--- config.mk ---
export PLATFORM = sky130hd
export DESIGN_NAME = uart_tx_fifo_drain
export DESIGN_NICKNAME = d
export VERILOG_FILES = /design/src/rtl/uart_pkg.sv /design/src/rtl/uart_baud_cnt.sv /design/src/rtl/uart_tx_fifo_drain.sv
export SDC_FILE = /design/constraint.sdc
export NUM_CORES = 1
export LEC_CHECK = 0
export ABC_AREA = 1
export BUFFER_PORTS_ARGS = -buffer_cell sky130_fd_sc_hd__buf_2
export CORE_MARGIN = 10
export CORE_UTILIZATION = 40
export DETAILED_ROUTE_END_ITERATION = 8
export PLACE_DENSITY = 0.6
export SYNTH_ARGS = -nofsm -noshare
export SYNTH_HDL_FRONTEND = slang
export SYNTH_HIERARCHICAL = 1
export SYNTH_SLANG_ARGS = --single-unit
--- constraint.sdc ---
create_clock -name clk -period 4.4 [get_ports clk]
set_input_delay 0.22 -clock clk [delete_from_list [all_inputs] [get_ports clk]]
set_output_delay 0.22 -clock clk [all_outputs]
set_load 0.02 [all_outputs]
--- src/rtl/uart_pkg.sv ---
// Types, constants and helpers shared by the UART transmit and receive paths.
package uart_pkg;

  // Transmit sequencer states; 3 bits leaves room for a receiver's extra states.
  typedef enum logic [2:0] {
    ST_IDLE   = 3'd0,
    ST_START  = 3'd1,
    ST_DATA   = 3'd2,
    ST_PARITY = 3'd3,
    ST_STOP   = 3'd4
  } tx_state_t;

  // 50 MHz system clock at 115200 baud.
  localparam int DEFAULT_CLKS_PER_BIT = 434;

  // Widest character the parity helper accepts; narrower data is zero-extended.
  localparam int MAX_DATA_WIDTH = 16;

  // Parity bit that makes the total count of ones even (odd = 0) or odd (odd = 1).
  function automatic logic calc_parity(input logic [MAX_DATA_WIDTH-1:0] data,
                                       input logic                      odd);
    return (^data) ^ odd;
  endfunction

endpackage

--- src/rtl/uart_baud_cnt.sv ---
// Bit-period timer: counts 0..CLKS_PER_BIT-1 and flags the last cycle of each bit.
module uart_baud_cnt
  import uart_pkg::*;
#(
  parameter int CLKS_PER_BIT = DEFAULT_CLKS_PER_BIT
) (
  input  logic clk,
  input  logic rst,
  input  logic i_clear,
  output logic o_bit_end
);

  localparam int            CW   = (CLKS_PER_BIT > 1) ? $clog2(CLKS_PER_BIT) : 1;
  localparam logic [CW-1:0] LAST = CW'(CLKS_PER_BIT - 1);

  logic [CW-1:0] r_cnt;

  // Free-run while a frame is active, wrap at every bit boundary, hold at zero when cleared.
  always_ff @(posedge clk or posedge rst) begin
    // NOTE: clocked state uses non-blocking assignments so every flop samples pre-edge values.
    if (rst) begin
      r_cnt <= '0;
    end else if (i_clear || (r_cnt == LAST)) begin
      r_cnt <= '0;
    end else begin
      r_cnt <= r_cnt + CW'(1);
    end
  end

  assign o_bit_end = (r_cnt == LAST) && !i_clear;

endmodule

--- src/rtl/uart_tx_fifo_drain.sv ---
// UART transmitter that pops bytes from a first-word-fall-through FIFO and
// serialises them as start / data (LSB first) / optional parity / stop frames.
module uart_tx_fifo_drain
  import uart_pkg::*;
#(
  parameter int CLKS_PER_BIT = DEFAULT_CLKS_PER_BIT,
  parameter int DATA_WIDTH   = 8,
  parameter int PARITY_EN    = 0,
  parameter int PARITY_ODD   = 0,
  parameter int STOP_BITS    = 1
) (
  input  logic                  clk,
  input  logic                  rst,
  input  logic                  i_en,
  input  logic                  i_fifo_empty,
  input  logic [DATA_WIDTH-1:0] i_fifo_data,
  output logic                  o_fifo_rd_en,
  output logic                  o_tx,
  output logic                  o_busy,
  output logic                  o_tx_done
);

  // One counter serves both the data-bit index and the stop-bit index.
  localparam int            BW        = (DATA_WIDTH > 2) ? $clog2(DATA_WIDTH) : 1;
  localparam logic [BW-1:0] LAST_DATA = BW'(DATA_WIDTH - 1);
  localparam logic [BW-1:0] LAST_STOP = BW'(STOP_BITS - 1);
  localparam logic          PAR_ODD   = 1'(PARITY_ODD);

  tx_state_t             r_state;
  logic [DATA_WIDTH-1:0] r_shift;
  logic [BW-1:0]         r_bit_cnt;
  logic                  r_parity;

  logic                  w_baud_clear;
  logic                  w_bit_end;
  logic                  w_frame_end;
  logic                  w_pop;
  logic [DATA_WIDTH-1:0] w_shift_next;

  // The baud timer is held at zero while idle so a frame always starts on a fresh bit.
  assign w_baud_clear = (r_state == ST_IDLE);

  uart_baud_cnt #(
    .CLKS_PER_BIT (CLKS_PER_BIT)
  ) u_baud_cnt (
    .clk       (clk),
    .rst       (rst),
    .i_clear   (w_baud_clear),
    .o_bit_end (w_bit_end)
  );

  assign w_frame_end  = (r_state == ST_STOP) && w_bit_end && (r_bit_cnt == LAST_STOP);
  assign w_shift_next = r_shift >> 1;

  // NOTE: the pop strobe is combinational so it lines up with the FWFT data it consumes;
  // it is gated by rst because the FSM sits in IDLE during reset and would otherwise pop.
  assign w_pop        = !rst && i_en && !i_fifo_empty && ((r_state == ST_IDLE) || w_frame_end);
  assign o_fifo_rd_en = w_pop;
  assign o_tx_done    = w_frame_end;

  // Frame sequencer: captures the FIFO head at the pop and walks the line through each bit.
  always_ff @(posedge clk or posedge rst) begin
    if (rst) begin
      r_state   <= ST_IDLE;
      r_shift   <= '0;
      r_bit_cnt <= '0;
      r_parity  <= 1'b0;
      o_tx      <= 1'b1;
      o_busy    <= 1'b0;
    end else begin
      case (r_state)
        ST_IDLE: begin
          if (w_pop) begin
            r_shift  <= i_fifo_data;
            r_parity <= calc_parity(MAX_DATA_WIDTH'(i_fifo_data), PAR_ODD);
            r_state  <= ST_START;
            o_tx     <= 1'b0;
            o_busy   <= 1'b1;
          end
        end

        ST_START: begin
          if (w_bit_end) begin
            r_state   <= ST_DATA;
            r_bit_cnt <= '0;
            o_tx      <= r_shift[0];
          end
        end

        ST_DATA: begin
          if (w_bit_end) begin
            if (r_bit_cnt == LAST_DATA) begin
              r_bit_cnt <= '0;
              if (PARITY_EN != 0) begin
                r_state <= ST_PARITY;
                o_tx    <= r_parity;
              end else begin
                r_state <= ST_STOP;
                o_tx    <= 1'b1;
              end
            end else begin
              r_bit_cnt <= r_bit_cnt + BW'(1);
              r_shift   <= w_shift_next;
              o_tx      <= w_shift_next[0];
            end
          end
        end

        ST_PARITY: begin
          if (w_bit_end) begin
            r_state   <= ST_STOP;
            r_bit_cnt <= '0;
            o_tx      <= 1'b1;
          end
        end

        ST_STOP: begin
          if (w_bit_end) begin
            if (r_bit_cnt == LAST_STOP) begin
              r_bit_cnt <= '0;
              if (w_pop) begin
                // Back-to-back: the next start bit follows the last stop bit directly.
                r_shift  <= i_fifo_data;
                r_parity <= calc_parity(MAX_DATA_WIDTH'(i_fifo_data), PAR_ODD);
                r_state  <= ST_START;
                o_tx     <= 1'b0;
              end else begin
                r_state <= ST_IDLE;
                o_tx    <= 1'b1;
                o_busy  <= 1'b0;
              end
            end else begin
              r_bit_cnt <= r_bit_cnt + BW'(1);
            end
          end
        end

        default: begin
          r_state <= ST_IDLE;
          o_tx    <= 1'b1;
          o_busy  <= 1'b0;
        end
      endcase
    end
  end

endmodule

==> out/summary.md <==
The analysis attributes to cell leakage a power of 0.946 nW. In this run switching power makes up 22.4% of total power. Setup repair after global routing left no endpoint under its margin.

The first detailed-routing pass took 4 iterations. The initial cell density of the core was 41.6%; the number of synthesized flops with an enable pin was 0. In the final layout, the multi-input gates occupy 777 sq um. The share of synthesized registers carrying an async set or reset works out to 100%. For the sequential share of the synthesized area, the log shows 41.1%. The worst setup path is captured at a primary output. No sink is reached through more buffers than the 2 on the longest clock path. The number of port buffers is 15.

The number of nets handed over by synthesis was 236. Setup total negative slack on the finished layout was measured at 0 ps. The run gives 0.388 mW as the overall power. Summing the areas of all compound-gate instances in the mapped netlist gives 4.43% of the synthesized area.

The run finished with clean final reports. TritonCTS built the clock tree. Cells fill 46.3% of the core in the end. The net count of the finished layout is 255.

The leading cell type in the layout, fill and taps excluded was nand2_1. The logs give 107 for the number of violations reported at the end of detailed-routing iteration 0 and 1640 sq um for the total placed instance area. TritonCTS created 3 clock buffers. The via-per-instance ratio was 4.65. The worst-path maximum fanout is 6, and the area of all sequential standard cells is 627 sq um.

The count of instances resized after the clock tree is built was 0; the worst setup slack for register-to-register paths was 2180 ps. Compared with the post-synthesis result, the final layout area differs by 11.2%. The critical path is of the flop to primary output type. The count of antenna diodes in the layout was 0; the placed wire-length estimate was 2.35 mm.

The synthesis-stage register bit count is 25, and the total die area is 6680 sq um. The tools report the post-placement setup slack as 2200 ps. The share of the synthesized area in the top cell type is 39.4%, and the count of final setup violators is 0.

Of the total power, combinational logic draws 3.7%. The tools report the share of total power in sequential cells as 59.2%. The tightest hold path in the finished design has a slack of 254 ps. The worst path uses 55.0% of the clock period. The signal arrival time at the worst endpoint was 2200 ps; the number of clock sinks was 25. The type of element launching the critical path was a flop. The library cell used as clock root buffer is clkbuf_8. For the pin with the worst max-slew slack, the measured transition is 665 ps. Yosys attributes the largest share of cell area to dfrtp_1 39%, nand2_1 22%, nand3_1 6.9%. The I/O pin count was 16. The min-delay analysis places its worst path in the category input port to flop. The global-route usage over all layers was 10.5%. The global-route congestion overflow total was 0; the area share of xor/xnor cells in the synthesized design was 1.72%. In the layout the commonest cells are 88 x nand2_1, 25 x nor2_1, 24 x dfrtp_1. For the post-route cell area, the log shows 1700 sq um. Of the total synthesized cell area, the portion taken by full adders, half adders and majority gates is 4.11%. Entering global routing, the biggest net connects 18 pins. Multiplexer cells account for 0% of the synthesized area. Synthesis produced 219 cells.

The run gives 280 ps as the clock latency on the worst-skew pair. After clock tree synthesis, the clock-pin slew on the worst setup and hold paths is 90 ps. Summed over all nets, the switching power comes to 0.0870 mW. Once layout is complete, the cells apart from fillers number 285. The cell area that synthesis handed to floorplanning was 1520 sq um. Buffers added to address setup during post-CTS repair amount to 0. Depth of the CTS H-tree: 1.

After detailed routing, the number of remaining DRC violations is 0. The width of the die was 81.7 um. The number of global-route vias before repair was 1290; the final worst slack was 1980 ps. The average wire length per cell after detail routing is 11.0 um, and the post-layout minimum cycle time is 2420 ps. In this run the remaining antenna-violating nets after routing total 0. The worst ir drop on vdd was 0.111 mV; the proportion of layout cells with a drive suffix above 1 was 14.8%. The logs give 378 for the number of fill cells in the layout and 1 for the quantity of hold-fixing buffers added after cts. The placer congestion estimate came out at 0.867. Yosys mapped the design onto 22 distinct sky130hd cell types.

Across the run, the number of max-cap violations was 0. The average instance in the mapped netlist occupies 6.96 sq um. The core box area is 3660 sq um, and the highest clock frequency the design can meet is 413 MHz. By area, the combinational part of the netlist is dominated by simple AND/OR/NAND/NOR gates. The run gives 0 as the number of max-slew violations in the final report. The count of vias placed by the detailed router was 1326. Yosys printed 6 warnings.

Wire length of the first global-routing pass: 5.66 mm. Summed over all layers, the routed wires come to 3.14 mm. The tools report the number of antenna violations at the first check in global routing as 0.

The synthesized netlist devotes 40.7% of its cell area to simple gates. For this design the ratio of total power to cell area is 229 nW/um^2. The fraction of power consumed by the clock network was 37.0%; the worst endpoint required time was 4180 ps.

For the final database, setup skew stands at 3.81 ps. Counting tap cells, the placed design contains a total of 280 instances. Most area-hungry cell type in the Yosys netlist: dfrtp_1. In this run the tightest slew margin relative to its limit is 55.6%. The top flip-flop cell by instance count after synthesis is dfrtp_1. For the total count of hold-check failures in the final report, the log shows 0.

In this run the vertical extent of the chip is 81.7 um. The tools report the internal power of the cells as 0.301 mW. Row generation in the floorplan step produced 22 rows.
## worst max-delay path: stages (launching register included)
cell and delay [ps]:
dfrtp_1 430, ha_1 170, nand2_1 50, nor2_1 100, nand2_1 120, nor2_1 330, nand3_1 170, a21oi_1 180
nand2_1 130, inv_1 80, buf_2 160
## cells by family (layout without fill, tap and decap cells)
kind of cell             after synthesis  after routing
flip-flops                            25             25
XOR/XNOR                               3              3
AND/OR/NAND/NOR                      145            145
adder cells (fa/ha/maj)                5              5
AO/OA/AOI/OAI                         12             12
buffers and inverters                 29             47
## registers in the layout (all words and copies together), names as in the netlist
signal            count
r_bit_cnt             3
r_shift               8
o_tx                  1
r_state               3
u_baud_cnt/r_cnt      9
o_busy                1
## layout make-up
type	instances	share of cell area [%]
Multi-Input combinational cell	165	45.8
Clock buffer	4	2.66
Inverter	27	5.98
Tap cell	48	3.54
Timing Repair Buffer	16	5.02
Sequential cell	25	37.0
## power by group through the flow
stage               clock, mW  combinational [mW]  sequential [mW]
detailed placement          0              0.0144            0.234
global route            0.154              0.0176            0.230
CTS                     0.146              0.0151            0.230
global placement            0              0.0146            0.234
floorplan                   0             0.00747            0.234
finish                  0.144              0.0144            0.230
## synthesized netlist by cell type, types with 2 or more instances
library cell,number
nand2_1,88
nor2_1,25
dfrtp_1,24
inv_1,23
nand3_1,21
o21ai_0,6
ha_1,5
a21oi_1,4
inv_2,4
nand2_2,3
a21oi_2,2
nand2_4,2
nor2_4,2
xnor2_1,2
## per-layer routing
metal | global-route usage (%) | wire [um] | vias to the layer above
met5 | 0 | 0 | -
met3 | 2.40 | 146 | 4
li1 | - | - | 708
met2 | 16.4 | 1320 | 25
met4 | 4.42 | 48 | 0
met1 | 13.7 | 1630 | 589
## path summary, 6_finish.rpt
kind	start	cells past startpoint	endpoint
min	i_fifo_data[7]	5	r_shift[7]
min in group asynchronous	rst	3	u_baud_cnt/r_cnt[3]
max	u_baud_cnt/r_cnt[0]	10	o_fifo_rd_en
min reg2reg	o_tx	2	o_tx
max in group asynchronous	rst	3	r_bit_cnt[0]
max reg2reg	u_baud_cnt/r_cnt[0]	12	r_shift[6]
Power figures use the tool's default switching activity.
